### config.mk
export PLATFORM = sky130hd
export DESIGN_NAME = mfp_spi_slave_responder_flat
export DESIGN_NICKNAME = d
export VERILOG_FILES = /design/src/rtl/mfp_spi_slave_responder_if.sv /design/src/rtl/mfp_spi_slave_responder.sv /design/src/flat_wrapper.sv
export SDC_FILE = /design/constraint.sdc
export NUM_CORES = 1
export LEC_CHECK = 0
export ABC_AREA = 1
export BUFFER_PORTS_ARGS = -buffer_cell sky130_fd_sc_hd__buf_2
export CAP_MARGIN = 20
export CORE_MARGIN = 8
export CORE_UTILIZATION = 57
export DETAILED_ROUTE_END_ITERATION = 6
export MAX_ROUTING_LAYER = met4
export PLACE_DENSITY = 0.78
export SYNTH_ARGS = -nofsm -noshare
export SYNTH_HDL_FRONTEND = slang
export SYNTH_SLANG_ARGS = --single-unit
### constraint.sdc
create_clock -name clk -period 1.55 [get_ports clk]
set_clock_uncertainty 0.05 [all_clocks]
set_input_delay 0.155 -clock clk [delete_from_list [all_inputs] [get_ports clk]]
set_output_delay 0.155 -clock clk [all_outputs]
set_load 0.01 [all_outputs]
### src/rtl/mfp_spi_slave_responder_if.sv
// Bundle for the SPI slave responder: SPI pins, local tx handshake and
// transfer status strobes.
interface mfp_spi_slave_responder_if #(
  parameter int WIDTH = 16
);
  logic             spi_cs_n;
  logic             spi_sck;
  logic             spi_sdo;
  logic [WIDTH-1:0] tx_data;
  logic             tx_valid;
  logic             tx_ready;
  logic             busy;
  logic             done;
  logic             underrun;
  logic             aborted;

  modport master (
    output spi_cs_n, spi_sck, tx_data, tx_valid,
    input  spi_sdo, tx_ready, busy, done, underrun, aborted
  );

  modport slave (
    input  spi_cs_n, spi_sck, tx_data, tx_valid,
    output spi_sdo, tx_ready, busy, done, underrun, aborted
  );
endinterface

### src/rtl/mfp_spi_slave_responder.sv
// SPI mode-0 slave: shifts a buffered WIDTH-bit word MSB first onto MISO each
// time the master drops CS. CS and SCK are synchronized into clk.
//
// state | meaning
// IDLE  | waiting for CS fall, MISO held low
// SHIFT | CS low, presenting bits, counting SCK rises
module mfp_spi_slave_responder #(
  parameter int WIDTH       = 16,
  parameter int SYNC_STAGES = 2
) (
  input logic                      clk,
  input logic                      rst,
  mfp_spi_slave_responder_if.slave bus
);

  localparam int              CW         = $clog2(WIDTH + 1);
  localparam logic [CW-1:0]   CNT_MAX    = CW'(WIDTH);
  localparam logic [CW-1:0]   CNT_LAST   = CW'(WIDTH - 1);
  localparam int              FW         = $clog2(SYNC_STAGES + 2);
  localparam logic [FW-1:0]   FLUSH_LOAD = FW'(SYNC_STAGES + 1);

  typedef enum logic {
    IDLE  = 1'b0,
    SHIFT = 1'b1
  } state_t;

  logic [SYNC_STAGES-1:0] cs_sync;
  logic [SYNC_STAGES-1:0] sck_sync;
  logic                   cs_hist;
  logic                   sck_hist;
  logic                   cs_s;
  logic                   sck_s;
  logic                   cs_fall;
  logic                   cs_rise;
  logic                   sck_rise;
  logic                   sck_fall;

  logic [FW-1:0]          flush_cnt;
  logic                   cs_armed;

  logic [WIDTH-1:0]       buf_data;
  logic                   buf_full;
  logic [WIDTH-1:0]       shift_reg;
  logic [WIDTH-1:0]       shift_nxt;
  logic [CW-1:0]          bit_cnt;
  state_t                 state;

  logic                   sdo_q;
  logic                   ready_q;
  logic                   busy_q;
  logic                   done_q;
  logic                   underrun_q;
  logic                   aborted_q;

  logic                   accept;
  logic                   start;

  always_ff @(posedge clk) begin
    if (rst) begin
      cs_sync  <= '1;
      sck_sync <= '0;
      cs_hist  <= 1'b1;
      sck_hist <= 1'b0;
    end else begin
      cs_sync  <= {cs_sync[SYNC_STAGES-2:0], bus.spi_cs_n};
      sck_sync <= {sck_sync[SYNC_STAGES-2:0], bus.spi_sck};
      cs_hist  <= cs_sync[SYNC_STAGES-1];
      sck_hist <= sck_sync[SYNC_STAGES-1];
    end
  end

  assign cs_s     = cs_sync[SYNC_STAGES-1];
  assign sck_s    = sck_sync[SYNC_STAGES-1];
  assign cs_fall  = cs_hist & ~cs_s;
  assign cs_rise  = ~cs_hist & cs_s;
  assign sck_rise = ~sck_hist & sck_s;
  assign sck_fall = sck_hist & ~sck_s;

  // The CS synchronizer resets to "inactive", so a CS held low through reset
  // would look like a fresh fall. Arm only once the pipeline has flushed and
  // CS is genuinely seen high.
  always_ff @(posedge clk) begin
    if (rst) begin
      flush_cnt <= FLUSH_LOAD;
      cs_armed  <= 1'b0;
    end else if (flush_cnt != '0) begin
      flush_cnt <= flush_cnt - FW'(1);
    end else if (cs_s) begin
      cs_armed <= 1'b1;
    end
  end

  assign accept    = bus.tx_valid & ready_q;
  assign start     = cs_fall & cs_armed;
  assign shift_nxt = {shift_reg[WIDTH-2:0], 1'b0};

  always_ff @(posedge clk) begin
    if (rst) begin
      state      <= IDLE;
      buf_data   <= '0;
      buf_full   <= 1'b0;
      ready_q    <= 1'b1;
      shift_reg  <= '0;
      bit_cnt    <= '0;
      sdo_q      <= 1'b0;
      busy_q     <= 1'b0;
      done_q     <= 1'b0;
      underrun_q <= 1'b0;
      aborted_q  <= 1'b0;
    end else begin
      done_q     <= 1'b0;
      underrun_q <= 1'b0;
      aborted_q  <= 1'b0;

      // Acceptance and a start that finds the buffer empty may coincide; the
      // new word then waits for the following transfer.
      if (accept) begin
        buf_data <= bus.tx_data;
        buf_full <= 1'b1;
        ready_q  <= 1'b0;
      end

      case (state)
        IDLE: begin
          sdo_q  <= 1'b0;
          busy_q <= 1'b0;
          if (start) begin
            state   <= SHIFT;
            busy_q  <= 1'b1;
            bit_cnt <= '0;
            if (buf_full) begin
              shift_reg <= buf_data;
              sdo_q     <= buf_data[WIDTH-1];
              buf_full  <= 1'b0;
              ready_q   <= 1'b1;
            end else begin
              shift_reg  <= '0;
              underrun_q <= 1'b1;
            end
          end
        end

        SHIFT: begin
          busy_q <= 1'b1;
          sdo_q  <= shift_reg[WIDTH-1];
          if (cs_rise) begin
            state     <= IDLE;
            sdo_q     <= 1'b0;
            busy_q    <= 1'b0;
            aborted_q <= (bit_cnt != CNT_MAX);
          end else if (sck_rise) begin
            if (bit_cnt != CNT_MAX) begin
              bit_cnt <= bit_cnt + CW'(1);
              done_q  <= (bit_cnt == CNT_LAST);
            end
          end else if (sck_fall) begin
            shift_reg <= shift_nxt;
            sdo_q     <= shift_nxt[WIDTH-1];
          end
        end

        default: state <= IDLE;
      endcase
    end
  end

  assign bus.spi_sdo  = sdo_q;
  assign bus.tx_ready = ready_q;
  assign bus.busy     = busy_q;
  assign bus.done     = done_q;
  assign bus.underrun = underrun_q;
  assign bus.aborted  = aborted_q;

endmodule

### src/flat_wrapper.sv
// flat-port wrapper written by rule: the top's interface ports become plain ports
module mfp_spi_slave_responder_flat 
#(
  parameter int WIDTH       = 16,
  parameter int SYNC_STAGES = 2
)
  (clk, rst, bus_spi_cs_n, bus_spi_sck, bus_tx_data, bus_tx_valid, bus_spi_sdo, bus_tx_ready, bus_busy, bus_done, bus_underrun, bus_aborted);
  mfp_spi_slave_responder_if #(.WIDTH(WIDTH)) bus_i ();
  input logic clk;
  input logic rst;
  input wire logic [$bits(bus_i.spi_cs_n)-1:0] bus_spi_cs_n;
  input wire logic [$bits(bus_i.spi_sck)-1:0] bus_spi_sck;
  input wire logic [$bits(bus_i.tx_data)-1:0] bus_tx_data;
  input wire logic [$bits(bus_i.tx_valid)-1:0] bus_tx_valid;
  output wire logic [$bits(bus_i.spi_sdo)-1:0] bus_spi_sdo;
  output wire logic [$bits(bus_i.tx_ready)-1:0] bus_tx_ready;
  output wire logic [$bits(bus_i.busy)-1:0] bus_busy;
  output wire logic [$bits(bus_i.done)-1:0] bus_done;
  output wire logic [$bits(bus_i.underrun)-1:0] bus_underrun;
  output wire logic [$bits(bus_i.aborted)-1:0] bus_aborted;
  assign bus_i.spi_cs_n = bus_spi_cs_n;
  assign bus_i.spi_sck = bus_spi_sck;
  assign bus_i.tx_data = bus_tx_data;
  assign bus_i.tx_valid = bus_tx_valid;
  assign bus_spi_sdo = bus_i.spi_sdo;
  assign bus_tx_ready = bus_i.tx_ready;
  assign bus_busy = bus_i.busy;
  assign bus_done = bus_i.done;
  assign bus_underrun = bus_i.underrun;
  assign bus_aborted = bus_i.aborted;
  mfp_spi_slave_responder #(.WIDTH(WIDTH), .SYNC_STAGES(SYNC_STAGES)) u_core (.clk(clk), .rst(rst), .bus(bus_i));
endmodule
==> results <==
- After detailed routing, the average wire length per cell comes to 11.5 um.
- The commonest register cell after synthesis is dfxtp_1.
- 27 I/O pins were placed.
- In this run the static leakage power is approximately 1.1 nW.
- The half-perimeter wire length after placement is between 3000 and 4000 um.
- The final-report max-slew violation count is 0.
- The number of instances in the synthesized netlist is 313.
- The clock reaches the later pin of the worst-skew pair after ~0.31 ns.
- The final sum of negative setup slack is 0 ns.
- The TritonCTS clock tree is done.
- The number of antenna-violating nets in the routed design is 0.
- The worst slack after detailed placement is 0.0314 ns.
- The clock-pin slew on the worst setup and hold paths is 0.10 ns.
- Counting flops and latches in the post-synthesis netlist gives 53.
- For this run, the detailed router's first-pass iteration total came to 5.
- The count of different cell masters after synthesis is 25.
- The actual slew at the worst max-slew pin is 0.400 ns.
- Dividing total power by cell area gives a power density of 1010 mW/mm^2.
- Summing over every cut layer, the via total after detailed routing is approximately 2,000.
- For this run, asynchronously set or reset flops after synthesis account for 0.
- The fill cell instance count of the final layout is 361.
- Of the available clock period, the critical path in the final layout requires 0.910.
- Leaving out filler cells and counting taps, the final layout contains 393.
- The flow ran to the end, and the final reports show no timing, DRC or antenna violations.
- The worst setup slack after layout is 0.139 ns.
- The number of instances in the placed design is 382.
- For this run, the number of Yosys warnings is 0.
- The first global-routing pass estimated 7890 um of wire.
- The count of endpoints failing setup in the final report is 0.
- The top fanout value on the critical path is 6.
- The highest ir drop seen on vdd is 0.790 mV.
- The tree is rooted in a clkbuf_8.
- When the netlist entered floorplanning its net count stood at approximately 340.
- The cell area after synthesis is ~0.0023 sq mm.
- The type of the worst setup path is reg -> reg.
- The type of the most critical hold path is in -> reg.
- The number of antenna violations at the first check in global routing is 0.
- The hold violation total from the final report is 0.
- The initialized floorplan defines 23 standard-cell rows.
- The DRC violations left is 0.
- The maximum operating frequency is 709 MHz.
- Routability-driven placement finished with a final weighted congestion of 0.863.
- The utilization after layout is 0.663.
- Headroom to the max-slew limit came out at 0.733.
- The total overflow left after global routing is 0.
- Counting flops with a built-in enable in the synthesized netlist gives 0.
- The via count of the first global-routing pass is 1,901.
- The placed instances occupy a cell area of approximately 0.0025 sq mm.
- Wires add up to around 4500 um.
- The kind of capture point of the worst setup path is a flip-flop.
- Dividing the synthesized area by the synthesized cell count gives 7.32 sq um.
- At the end of the flow, the number of nets in the layout was 367.
- The number of buffer cells added on primary ports is 26.
- The cell with the most instances after synthesis is dfxtp_1.
- The area share of the largest cell type after synthesis is 0.463.
- The reported max-cap violation count is 0.
- The synthesized design spends more area on one cell type than any other, namely dfxtp_1.
- By area the synthesized netlist is led by dfxtp_1, o21ai_0, nor2_1.
- The placeable core region is 0.00394 sq mm.
- For this configuration, the core starts out at a cell density of 0.581.
- The critical path startpoint category is a flip-flop.
- Of the synthesized area, sequential elements account for 0.463.
- The post-route minimum period is 1.41 ns.
- The signal arrival time at the worst endpoint is 1.59 ns.
- The post-CTS setup-driven buffer insertion count is 0.
- The number of clock sinks is 53.
- From left edge to right edge, the die measures 79.4 um.
- The worst endpoint required time is between 1.5 and 2 ns.
- The buffer levels on the longest clock path is 2.
- Ranked by instance count, the synthesized netlist is headed by dfxtp_1, o21ai_0, nor2_1.
- The number of diodes is 0.
- In this run the vertical extent of the chip is 79.4 um.
- After detailed routing, the number of vias per cell comes to 5.07.
- The finished cells cover 0.00261 sq mm.
- The layout-stage area growth over the synthesis result is 14.0%.
- The total number of H-tree levels is 2.
- Setup repair after global routing left no endpoint under its margin.
- The starting DRC count in detailed routing is roughly 170.
- The die area is 0.00631 sq mm.
- The fraction of final layout cells with drive strength greater than 1 is 0.163.
- The number of CTS-inserted buffers is 5.
- Entering global routing, the biggest net connects 33 pins.
- The overall routing resource usage is 0.157.
## cell families after synthesis
logic type | Yosys count | share of synthesized area
compound gates | 77 | 0.169
buf+inv | 54 | 0.104
flops | 53 | 0.463
simple gates | 125 | 0.242
fa+ha+maj | 4 | 0.0218
## cell usage in the layout (no fill, tap or decap), types with 2 or more instances in the layout
cell / synthesis / routed
nand3_1: 25 / 24
ha_1: 4 / 4
a21oi_1: 26 / 26
nand2_2: 2 / 2
nand2_1: 39 / 39
buf_2: 4 / 26
or2_2: 2 / 2
nor3_1: 3 / 3
dfxtp_2: 0 / 2
clkbuf_8: 0 / 5
buf_4: 1 / 9
o21ai_0: 49 / 49
nand2_4: 2 / 2
dfxtp_1: 53 / 51
inv_1: 36 / 35
nor2_1: 48 / 48
dlygate4sd3_1: 0 / 3
## final timing paths
check / endpoint / start / slack [ns] / cells after the start
max reg2reg: u_core.bit_cnt[1]$_SDFFE_PP0P_ / u_core.bit_cnt[0]$_SDFFE_PP0P_ / 0.14 / 9
min: u_core.buf_data[15]$_SDFFE_PP0P_ / bus_tx_data[15] / 0.05 / 3
min reg2reg: u_core.sck_sync[1]$_SDFF_PP0_ / u_core.sck_sync[0]$_SDFF_PP0_ / 0.36 / 2
max: u_core.bit_cnt[1]$_SDFFE_PP0P_ / u_core.bit_cnt[0]$_SDFFE_PP0P_ / 0.14 / 9
## through the flow
stage | total power, mW | hold slack, ns
6_report | 2.63 | 0.0474
5_1_grt | 2.77 | 0.0546
4_1_cts | 2.65 | 0.0490
3_5_place_dp | 1.73 | 0.294
3_3_place_gp | 1.71 | 0.290
2_1_floorplan | 1.65 | 0.196
## critical path, cell delays in order, from the launching register on
cell and delay [ns]:
dfxtp_2 0.38, inv_1 0.06, ha_1 0.19, nand2_1 0.06
inv_1 0.05, nand2_1 0.09, nand3_2 0.14, inv_2 0.12
nand2_1 0.05, a21oi_1 0.15
## report_power, final
part | total, mW | internal (mW) | switching (mW) | leakage, nW
registers | 1.46 | 1.43 | 0.0290 | 0.434
logic | 0.242 | 0.0988 | 0.143 | 0.654
clock network | 0.929 | 0.485 | 0.444 | 0.0554
## final cells by class
type                    instances  area [sq um]  area share
flip-flops and latches         53          1060       0.407
clock inverters                 2          38.8      0.0148
multi-input cells             206           998       0.382
repair buffers                 38           228      0.0871
clock buffers                   6          72.6      0.0278
well taps                      50          62.6      0.0239
inverters                      38           150      0.0574
## metal layers
layer	vias up	track usage	share of wire
li1	1064	-	-
met1	868	0.180	0.47
met2	47	0.252	0.46
met3	12	0.0338	0.045
met4	0	0.0796	0.022
met5	-	-	0
## timing repair
item | in CTS | in global routing
resized for setup | 0 | 4
setup endpoints to repair | 0 | 4
hold endpoints to repair | 3 | 0
hold buffers | 3 | 0
(Power assumes the default switching activity.)
